[src/rtl/rs_age_issue.sv]
`timescale 1ns/1ps
// -----------------------------------------------------------------------------
// rs_age_issue
//
// Reservation station for non-load/store uops. It accepts uops from ROB
// dispatch, tracks their two source operands against NWB wakeup buses, and
// presents one ready entry per cycle to the ALU. Dispatch and issue both use
// valid/ready handshakes. A flush clears the whole station.
//
// Build option:
//   RS_OLDEST_FIRST_EN  defined   : an age matrix is kept and the oldest ready
//                                   entry is selected for issue.
//                       undefined : no age matrix; the lowest-index ready entry
//                                   is selected.
//
// Ports:
//   clk, rst        clock (rising edge), asynchronous active-low reset
//   en              global enable; no state change or handshake when low
//   flush           clears every entry at the next edge (independent of en)
//   disp_*          dispatch handshake and payload (op, I/C flag, source tags
//                   and values, destination tag, immediate, PC)
//   wb_valid/tag/data  packed wakeup buses, bus b at [b*W +: W]
//   iss_*           issue handshake and payload of the selected entry
//   count           number of occupied entries
// -----------------------------------------------------------------------------
module rs_age_issue #(
  parameter int DEPTH = 8,
  parameter int IDX_W = 3,
  parameter int TAG_W = 4,
  parameter int DAT_W = 32,
  parameter int OP_W  = 6,
  parameter int ADR_W = 32,
  parameter int NWB   = 2
) (
  input  logic                   clk,
  input  logic                   rst,
  input  logic                   en,
  input  logic                   flush,
  input  logic                   disp_valid,
  output logic                   disp_ready,
  input  logic [OP_W-1:0]        disp_op,
  input  logic                   disp_ic,
  input  logic [TAG_W-1:0]       disp_qj,
  input  logic [TAG_W-1:0]       disp_qk,
  input  logic [DAT_W-1:0]       disp_vj,
  input  logic [DAT_W-1:0]       disp_vk,
  input  logic [TAG_W-1:0]       disp_qd,
  input  logic [DAT_W-1:0]       disp_imm,
  input  logic [ADR_W-1:0]       disp_pc,
  input  logic [NWB-1:0]         wb_valid,
  input  logic [NWB*TAG_W-1:0]   wb_tag,
  input  logic [NWB*DAT_W-1:0]   wb_data,
  output logic                   iss_valid,
  input  logic                   iss_ready,
  output logic [OP_W-1:0]        iss_op,
  output logic                   iss_ic,
  output logic [TAG_W-1:0]       iss_qd,
  output logic [DAT_W-1:0]       iss_vs,
  output logic [DAT_W-1:0]       iss_vt,
  output logic [DAT_W-1:0]       iss_imm,
  output logic [ADR_W-1:0]       iss_pc,
  output logic [IDX_W:0]         count
);

  localparam logic [IDX_W:0] LP_DEPTH = (IDX_W+1)'(DEPTH);

  // control state
  logic [DEPTH-1:0]  r_busy;
  logic [IDX_W:0]    r_count;

  // entry payload (no reset: only meaningful while the entry is busy)
  logic [OP_W-1:0]   r_op  [DEPTH];
  logic              r_ic  [DEPTH];
  logic [TAG_W-1:0]  r_qj  [DEPTH];
  logic [TAG_W-1:0]  r_qk  [DEPTH];
  logic [DAT_W-1:0]  r_vj  [DEPTH];
  logic [DAT_W-1:0]  r_vk  [DEPTH];
  logic [TAG_W-1:0]  r_qd  [DEPTH];
  logic [DAT_W-1:0]  r_imm [DEPTH];
  logic [ADR_W-1:0]  r_pc  [DEPTH];

  logic [DEPTH-1:0]  w_ready;
  logic [DEPTH-1:0]  w_sel;
  logic [IDX_W-1:0]  w_sel_idx;
  logic [IDX_W-1:0]  w_free_idx;
  logic              w_iss_valid;
  logic              w_disp_fire;
  logic              w_iss_fire;

  logic [TAG_W-1:0]  w_dqj, w_dqk;
  logic [DAT_W-1:0]  w_dvj, w_dvk;
  logic [TAG_W-1:0]  w_nqj [DEPTH];
  logic [TAG_W-1:0]  w_nqk [DEPTH];
  logic [DAT_W-1:0]  w_nvj [DEPTH];
  logic [DAT_W-1:0]  w_nvk [DEPTH];
  logic              w_wb_dup;

  // ---- entry readiness and issue selection ----
  always_comb begin
    for (int i = 0; i < DEPTH; i++) begin
      w_ready[i] = r_busy[i] && (r_qj[i] == '0) && (r_qk[i] == '0);
    end
  end

`ifdef RS_OLDEST_FIRST_EN
  // r_age[i][j] = 1 : entry i is older than entry j
  logic [DEPTH-1:0] r_age [DEPTH];

  // An entry is chosen when no other ready entry is older than it.
  always_comb begin
    for (int i = 0; i < DEPTH; i++) begin
      w_sel[i] = w_ready[i];
      for (int j = 0; j < DEPTH; j++) begin
        if (w_ready[j] && r_age[j][i]) begin
          w_sel[i] = 1'b0;
        end
      end
    end
  end
`else
  // Isolate the lowest set bit of the ready vector.
  always_comb begin
    w_sel = w_ready & (~w_ready + DEPTH'(1));
  end
`endif

  // w_sel is one-hot (or zero), so OR-ing indices yields the encoded index.
  always_comb begin
    w_sel_idx = '0;
    for (int i = 0; i < DEPTH; i++) begin
      if (w_sel[i]) begin
        w_sel_idx = w_sel_idx | IDX_W'(i);
      end
    end
  end

  // Lowest-index free slot; only used when the station is not full.
  always_comb begin
    w_free_idx = '0;
    for (int i = DEPTH-1; i >= 0; i--) begin
      if (!r_busy[i]) begin
        w_free_idx = IDX_W'(i);
      end
    end
  end

  assign w_iss_valid = |w_ready;
  assign disp_ready  = (r_count < LP_DEPTH);
  assign w_disp_fire = en && !flush && disp_valid && disp_ready;
  assign w_iss_fire  = en && w_iss_valid && iss_ready;

  // ---- wakeup of dispatched and resident operands ----
  // Buses are scanned in ascending order so the highest index wins a tie.
  always_comb begin
    w_dqj = disp_qj;
    w_dvj = disp_vj;
    w_dqk = disp_qk;
    w_dvk = disp_vk;
    for (int b = 0; b < NWB; b++) begin
      if (wb_valid[b] && (wb_tag[b*TAG_W +: TAG_W] != '0)) begin
        if (disp_qj == wb_tag[b*TAG_W +: TAG_W]) begin
          w_dqj = '0;
          w_dvj = wb_data[b*DAT_W +: DAT_W];
        end
        if (disp_qk == wb_tag[b*TAG_W +: TAG_W]) begin
          w_dqk = '0;
          w_dvk = wb_data[b*DAT_W +: DAT_W];
        end
      end
    end
  end

  always_comb begin
    for (int i = 0; i < DEPTH; i++) begin
      w_nqj[i] = r_qj[i];
      w_nvj[i] = r_vj[i];
      w_nqk[i] = r_qk[i];
      w_nvk[i] = r_vk[i];
      for (int b = 0; b < NWB; b++) begin
        if (r_busy[i] && wb_valid[b] && (wb_tag[b*TAG_W +: TAG_W] != '0)) begin
          if (r_qj[i] == wb_tag[b*TAG_W +: TAG_W]) begin
            w_nqj[i] = '0;
            w_nvj[i] = wb_data[b*DAT_W +: DAT_W];
          end
          if (r_qk[i] == wb_tag[b*TAG_W +: TAG_W]) begin
            w_nqk[i] = '0;
            w_nvk[i] = wb_data[b*DAT_W +: DAT_W];
          end
        end
      end
    end
  end

  // ---- entry payload update ----
  always_ff @(posedge clk) begin
    if (en) begin
      for (int i = 0; i < DEPTH; i++) begin
        if (w_disp_fire && (w_free_idx == IDX_W'(i))) begin
          r_op[i]  <= disp_op;
          r_ic[i]  <= disp_ic;
          r_qj[i]  <= w_dqj;
          r_vj[i]  <= w_dvj;
          r_qk[i]  <= w_dqk;
          r_vk[i]  <= w_dvk;
          r_qd[i]  <= disp_qd;
          r_imm[i] <= disp_imm;
          r_pc[i]  <= disp_pc;
        end else begin
          r_qj[i]  <= w_nqj[i];
          r_vj[i]  <= w_nvj[i];
          r_qk[i]  <= w_nqk[i];
          r_vk[i]  <= w_nvk[i];
        end
      end
    end
  end

  // ---- occupancy control ----
  // The free slot is taken from the pre-edge busy vector, so a slot released
  // by this cycle's issue is not reused until the next cycle.
  always_ff @(posedge clk or negedge rst) begin
    if (!rst) begin
      r_busy  <= '0;
      r_count <= '0;
    end else if (flush) begin
      r_busy  <= '0;
      r_count <= '0;
    end else if (en) begin
      if (w_iss_fire) begin
        r_busy[w_sel_idx] <= 1'b0;
      end
      if (w_disp_fire) begin
        r_busy[w_free_idx] <= 1'b1;
      end
      r_count <= r_count + (IDX_W+1)'(w_disp_fire) - (IDX_W+1)'(w_iss_fire);
    end
  end

`ifdef RS_OLDEST_FIRST_EN
  // ---- age matrix ----
  // A new entry is younger than everything currently busy: its row is
  // cleared and its column copies the busy vector.
  always_ff @(posedge clk or negedge rst) begin
    if (!rst) begin
      for (int i = 0; i < DEPTH; i++) begin
        r_age[i] <= '0;
      end
    end else if (flush) begin
      for (int i = 0; i < DEPTH; i++) begin
        r_age[i] <= '0;
      end
    end else if (en && w_disp_fire) begin
      r_age[w_free_idx] <= '0;
      for (int j = 0; j < DEPTH; j++) begin
        if (j != int'(w_free_idx)) begin
          r_age[j][w_free_idx] <= r_busy[j];
        end
      end
    end
  end
`endif

  // ---- issue outputs ----
  // Payload is forced to zero whenever nothing is presented.
  assign iss_valid = w_iss_valid;
  assign iss_op    = w_iss_valid ? r_op[w_sel_idx]  : '0;
  assign iss_ic    = w_iss_valid ? r_ic[w_sel_idx]  : 1'b0;
  assign iss_qd    = w_iss_valid ? r_qd[w_sel_idx]  : '0;
  assign iss_vs    = w_iss_valid ? r_vj[w_sel_idx]  : '0;
  assign iss_vt    = w_iss_valid ? r_vk[w_sel_idx]  : '0;
  assign iss_imm   = w_iss_valid ? r_imm[w_sel_idx] : '0;
  assign iss_pc    = w_iss_valid ? r_pc[w_sel_idx]  : '0;
  assign count     = r_count;

  // Two active buses carrying the same nonzero tag is an upstream bug.
  always_comb begin
    w_wb_dup = 1'b0;
    for (int b = 0; b < NWB; b++) begin
      for (int c = b + 1; c < NWB; c++) begin
        if (wb_valid[b] && wb_valid[c] && (wb_tag[b*TAG_W +: TAG_W] != '0) &&
            (wb_tag[b*TAG_W +: TAG_W] == wb_tag[c*TAG_W +: TAG_W])) begin
          w_wb_dup = 1'b1;
        end
      end
    end
  end

  a_wb_tag_unique: assert property (@(posedge clk) disable iff (!rst) en |-> !w_wb_dup);

endmodule

[config.mk]
export PLATFORM = sky130hd
export DESIGN_NAME = rs_age_issue
export DESIGN_NICKNAME = d
export VERILOG_FILES = /design/src/rtl/rs_age_issue.sv
export SDC_FILE = /design/constraint.sdc
export NUM_CORES = 2
export LEC_CHECK = 0
export CORE_UTILIZATION = 25
export CTS_CLUSTER_SIZE = 20
export DETAILED_ROUTE_END_ITERATION = 7
export GPL_ROUTABILITY_DRIVEN = 0
export GPL_TIMING_DRIVEN = 1
export PLACE_DENSITY_LB_ADDON = 0.1
export SKIP_CTS_REPAIR_TIMING = 1
export SLEW_MARGIN = 20
export SYNTH_ARGS = -nofsm -noshare
export SYNTH_HDL_FRONTEND = slang
export SYNTH_SLANG_ARGS = --single-unit
[constraint.sdc]
create_clock -name clk -period 12.8 [get_ports clk]
set_input_delay 1.92 -clock clk [delete_from_list [all_inputs] [get_ports clk]]
set_output_delay 1.92 -clock clk [all_outputs]
set_load 0.02 [all_outputs]
Word level (Yosys, flattened, before mapping)
Memories as Yosys holds them, arrays and structs flattened.
Index checks and enable logic that the tools add are counted.
{"block": "op_classes", "n_bitwise": 37, "n_lt_le_gt_ge": 5, "addsub": 3, "n_mux": 363, "shifts": 0, "multipliers": 0, "div": 0, "reduce_logical": 122, "n_eq_ne": 43}
{"cell": "$mux 32", "count": 106}
{"cell": "$reduce_or 32->1", "count": 14}
{"cell": "$mux 4", "count": 98}
{"cell": "$eq 4x4->1", "count": 36}
{"cell": "$mux 3", "count": 47}
{"cell": "$mux 1", "count": 94}
{"cell": "$logic_and 1x1->1", "count": 65}
{"cell": "$logic_not 4->1", "count": 16}
{"cell": "$mux 6", "count": 8}
{"cell": "$mux 8", "count": 6}
{"cell": "$reduce_or 6->1", "count": 7}
{"cell": "$or 1x1->1", "count": 32}
{"cell": "$reduce_or 4->1", "count": 7}
{"cell": "$and 8x8->8", "count": 2}
{"cell": "$not 8->8", "count": 2}
{"cell": "$eq 3x3->1 const B", "count": 4}
{"cell": "$add 8x1->8 const B", "count": 1}
{"cell": "$lt 3x4->1 const B", "count": 2}
{"cell": "$or 8x8->8", "count": 1}
{"cell": "$reduce_bool 4->1", "count": 2}
{"cell": "$reduce_or 8->1", "count": 1}
{"cell": "$reduce_or 1->1", "count": 7}
{"cell": "$demux 1 s3", "count": 2}
{"cell": "$eq 3x2->1 const B", "count": 2}
{"cell": "9 further kinds", "count": 11}
{"block": "word_totals", "reg_bits": 12, "ramBits": 1176, "latch_bits": 0, "inputBits": 227, "mem_bits_ro": 0, "memories": 9}
{"memory": "r_imm", "depth": 8, "word_bits": 32, "rd": 1, "rd_ports_with_merged_regs": 0, "wr": 1, "line": "79", "source": "logic [DAT_W-1:0] r_imm [DEPTH];"}
{"memory": "r_pc", "depth": 8, "word_bits": 32, "rd": 1, "rd_ports_with_merged_regs": 0, "wr": 1, "line": "80", "source": "logic [ADR_W-1:0] r_pc [DEPTH];"}
{"memory": "r_vj", "depth": 8, "word_bits": 32, "rd": 9, "rd_ports_with_merged_regs": 0, "wr": 8, "line": "76", "source": "logic [DAT_W-1:0] r_vj [DEPTH];"}
{"memory": "r_vk", "depth": 8, "word_bits": 32, "rd": 9, "rd_ports_with_merged_regs": 0, "wr": 8, "line": "77", "source": "logic [DAT_W-1:0] r_vk [DEPTH];"}
{"memory": "r_op", "depth": 8, "word_bits": 6, "rd": 1, "rd_ports_with_merged_regs": 0, "wr": 1, "line": "72", "source": "logic [OP_W-1:0] r_op [DEPTH];"}
{"memory": "r_qd", "depth": 8, "word_bits": 4, "rd": 1, "rd_ports_with_merged_regs": 0, "wr": 1, "line": "78", "source": "logic [TAG_W-1:0] r_qd [DEPTH];"}
{"memory": "+3 memories"}

Logic depth before layout (Yosys ltp)
An unclocked memory read counts as a cell.
{"block": "logic_depth", "ltp_word": 27, "depth_mapped": 16}

Least setup slack after synthesis
Ideal clock, no wire load.
{"block": "synth_timing", "kind": "input port to flip-flop", "startpoint": "input flush", "endpoint": "memory r_vk[2][30], data pin", "path_stages": 9, "arrival_time_ps": 6933, "setup_slack_ps": 5600, "setup_ps": 267, "path_cell_list": "and4bb_2 > nand3_1 > nor2_1 > inv_1 > nand2_1 > clkbuf_1 > clkbuf_1 > clkbuf_1 > o21ai_0"}
{"item": "start: declaration", "line": "38", "source": "input logic flush,"}
{"item": "end: declaration", "line": "77"}

==> flow_summary.ini <==
[run_status]
status = complete, no violations

[worst_hold_path]
min_path_cells = 2
hp-start = count[0]
hold_path.class = reg2reg
whs_endpoint = count[0]

[yosys]
syn-mean-instance-area_sq_um = 9.97
post-synth-top-area-cell = edfxtp_1
synth-seq-cells = 1188
syn_area_sq_um = 65400
synth_top_area_share = 0.540
netlist_instances = 6559
syn_nets = 6791
yosysSeqAreaShare = 0.544
yosys_warnings = 0
ys_types = 51
synth_area_leaders = edfxtp_1 54%, mux2i_1 12%, nand2_1 5.9%

[critical_path]
r2r-end = r_vk[5][0]
critPathCaptureType = output pin
crit_fanout = 77
r2r-start = count[3]
arrival_ns = 5.90
required_ns = 10.88
r2r_cells = 9
rrSetupSlack_ns = 8.30
cp-start-kind = flip-flop
criticalPathCategory = reg2out
startpoint = r_qk[1][4]

[timing]
final.setup.tns_ns = 0
hold_viol = 0
setup_viol = 0
finalCritPeriodShare = 0.611
slew_headroom = 0.180
final.setup_skew_ns = 0.0454
slew_violations = 0
worst_pin_slew_ns = 1.23
fmax_mhz = 128
rsz0062_at_grt = no
fin_crit_ns = 7.82

[global_routing]
grt_max_degree = 137
grt_antenna_before_repair = 40
gr-usage-met2 = 0.345
grt-ovfl-total = 0
grt.met1_usage = 0.270
busiest_layer = met2
grt_first_pass_wirelength_mm = 393
grt.met3_usage = 0.0477
grt_pass1_vias = 49600
track_usage = 0.208

[power_and_ir_drop]
vdd_drop_max_v = 0.000118
powerDensity_nw_per_um2 = 125
power_w = 0.00969
p_leak_nw = 24.6

[layout]
drive_above_1_share = 0.0706
final_common_cell = edfxtp_1
final_cell_mix = 1176 x edfxtp_1, 1030 x nand2_1, 753 x mux2i_1
fill_cells = 26900
layout-area-overhead-vs-synth_pct = 18.3
layout.area.seq_sq_um = 35600
stdcell_count = 10200
multi_input_area_sq_um = 27400
nNetsFinal = 6829

[cts]
cts_tree = built
clk_path_buf_depth = 3
root_buffer = clkbuf_16
cts.sinks = 1188
clk_pin_slew_ns = 0.06
cts_made_buffers = 152
htree_levels = 4
insertion_delay_ns = 0.82

[placed_design]
dp_cells = 9937
hpwlAfterDp_mm = 156
io_buffers = 371

[detailed_routing]
antenna_left = 0
wl_per_cell_um = 27.5
initialDrtViolationCount = 4877
drt-vias-per-instance = 4.98
dr.pass1.iters = 8
drc = 0
drt_wl_total_mm = 281
vias = 50900

[floorplan]
die-area_sq_um = 264000
rows = 187
core_area_sq_um = 260000
die_y_um = 514
initial_utilization = 0.252
die_width_um = 514
io_pins = 372

[job]
cap_viol_max_count = 0
==> state kept, by name, summed over array words and instances (netlist names) <==
name,cells
r_qk,32
r_op,48
r_ic,8
count,4
r_pc,256
r_vj,256
r_busy,8
r_qd,32
r_qj,32
r_imm,256
r_vk,256
==> final cells by class <==
cell class,instances,area share
Antenna cell,11,0.000356
Clock buffer,198,0.0522
Clock inverter,69,0.00954
Inverter,19,0.00116
Multi-Input combinational cell,4704,0.354
Sequential cell,1188,0.460
Tap cell,3496,0.0565
Timing Repair Buffer,532,0.0655
==> critical path, stage by stage, from the launching register on <==
cell             delay (ns)
edfxtp_1               0.46
or4_4                  0.59
nor4_4                 0.25
a21oi_1                0.14
o32ai_4                0.31
buf_4                  0.86
buf_4                  0.72
nand2_1                0.12
a22o_1                 0.23
nor4_1                 0.58
clkdlybuf4s50_1        0.73
==> power breakdown <==
part | switching [W] | leakage (nW) | internal, W
logic | 0.000571 | 11.0 | 0.000323
clock network | 0.00186 | 2.29 | 0.00235
registers | 0.0000955 | 11.3 | 0.00450
total | 0.00253 | 24.6 | 0.00717
==> per-layer routing <==
layer | routed length [um] | part of all wire
met3 | 19100 | 0.068
met2 | 133000 | 0.47
met4 | 7000 | 0.025
met1 | 121000 | 0.43
met5 | 375 | 0.0013
==> cell usage after synthesis, drive strengths merged <==
cell	count
a211o	2
a31oi	1
nand2	1032
nor3b	1
o41a	2
nor4b	1
a2111oi	18
mux2	29
or4	1
or3	1
fa	1
a22oi	72
and4bb	1
or4b	1
nor2	571
a21o	19
a211oi	39
nor2b	6
or2	2
mux2i	753
a22o	11
a21oi	728
o21ai	768
and3	128
dfrtp	12
nor4	21
and4	1
nand4b	5
xor2	16
inv	19
o32ai	1
nand4	33
nand3	181
o21a	2
a21boi	6
clkbuf	419
o32a	1
nor3	109
edfxtp	1176
ha	4
and2	2
and4b	3
xnor2	131
buf	229
==> logic make-up after synthesis <==
| group | count (synthesis) | share of synthesized area |
|---|---|---|
| AND/OR/NAND/NOR | 2100 | 0.135 |
| buffers and inverters | 667 | 0.0426 |
| AO/OA/AOI/OAI | 1670 | 0.137 |
| XOR/XNOR | 147 | 0.0197 |
| adder cells (fa/ha/maj) | 5 | 0.00107 |
| multiplexers | 782 | 0.120 |
| flip-flops | 1188 | 0.544 |
==> how the worst max path moves through the flow <==
stage,endpoint,slack (ns),cells past startpoint
2_1_floorplan,r_vk[2][30],5.60,9
3_3_place_gp,iss_vt[21],5.76,10
3_5_place_dp,iss_vs[0],5.77,10
4_1_cts,iss_vs[0],4.83,10
5_1_grt,iss_imm[22],4.70,10
6_report,iss_imm[22],4.98,10
==> through the flow <==
| stage | util | instance area [sq um] | setup WS, ns | hold slack [ns] |
|---|---|---|---|---|
| after floorplan | - | 65400 | 5.60 | 0.567 |
| after CTS | 0.297 | 77300 | 4.83 | 0.605 |
| final | 0.298 | 77400 | 4.98 | 0.591 |
| after global placement | 0.279 | 72500 | 5.76 | 0.571 |
| after global routing | 0.298 | 77400 | 4.70 | 0.625 |
| after detailed placement | 0.279 | 72500 | 5.77 | 0.584 |
Power figures use the tool's default switching activity.
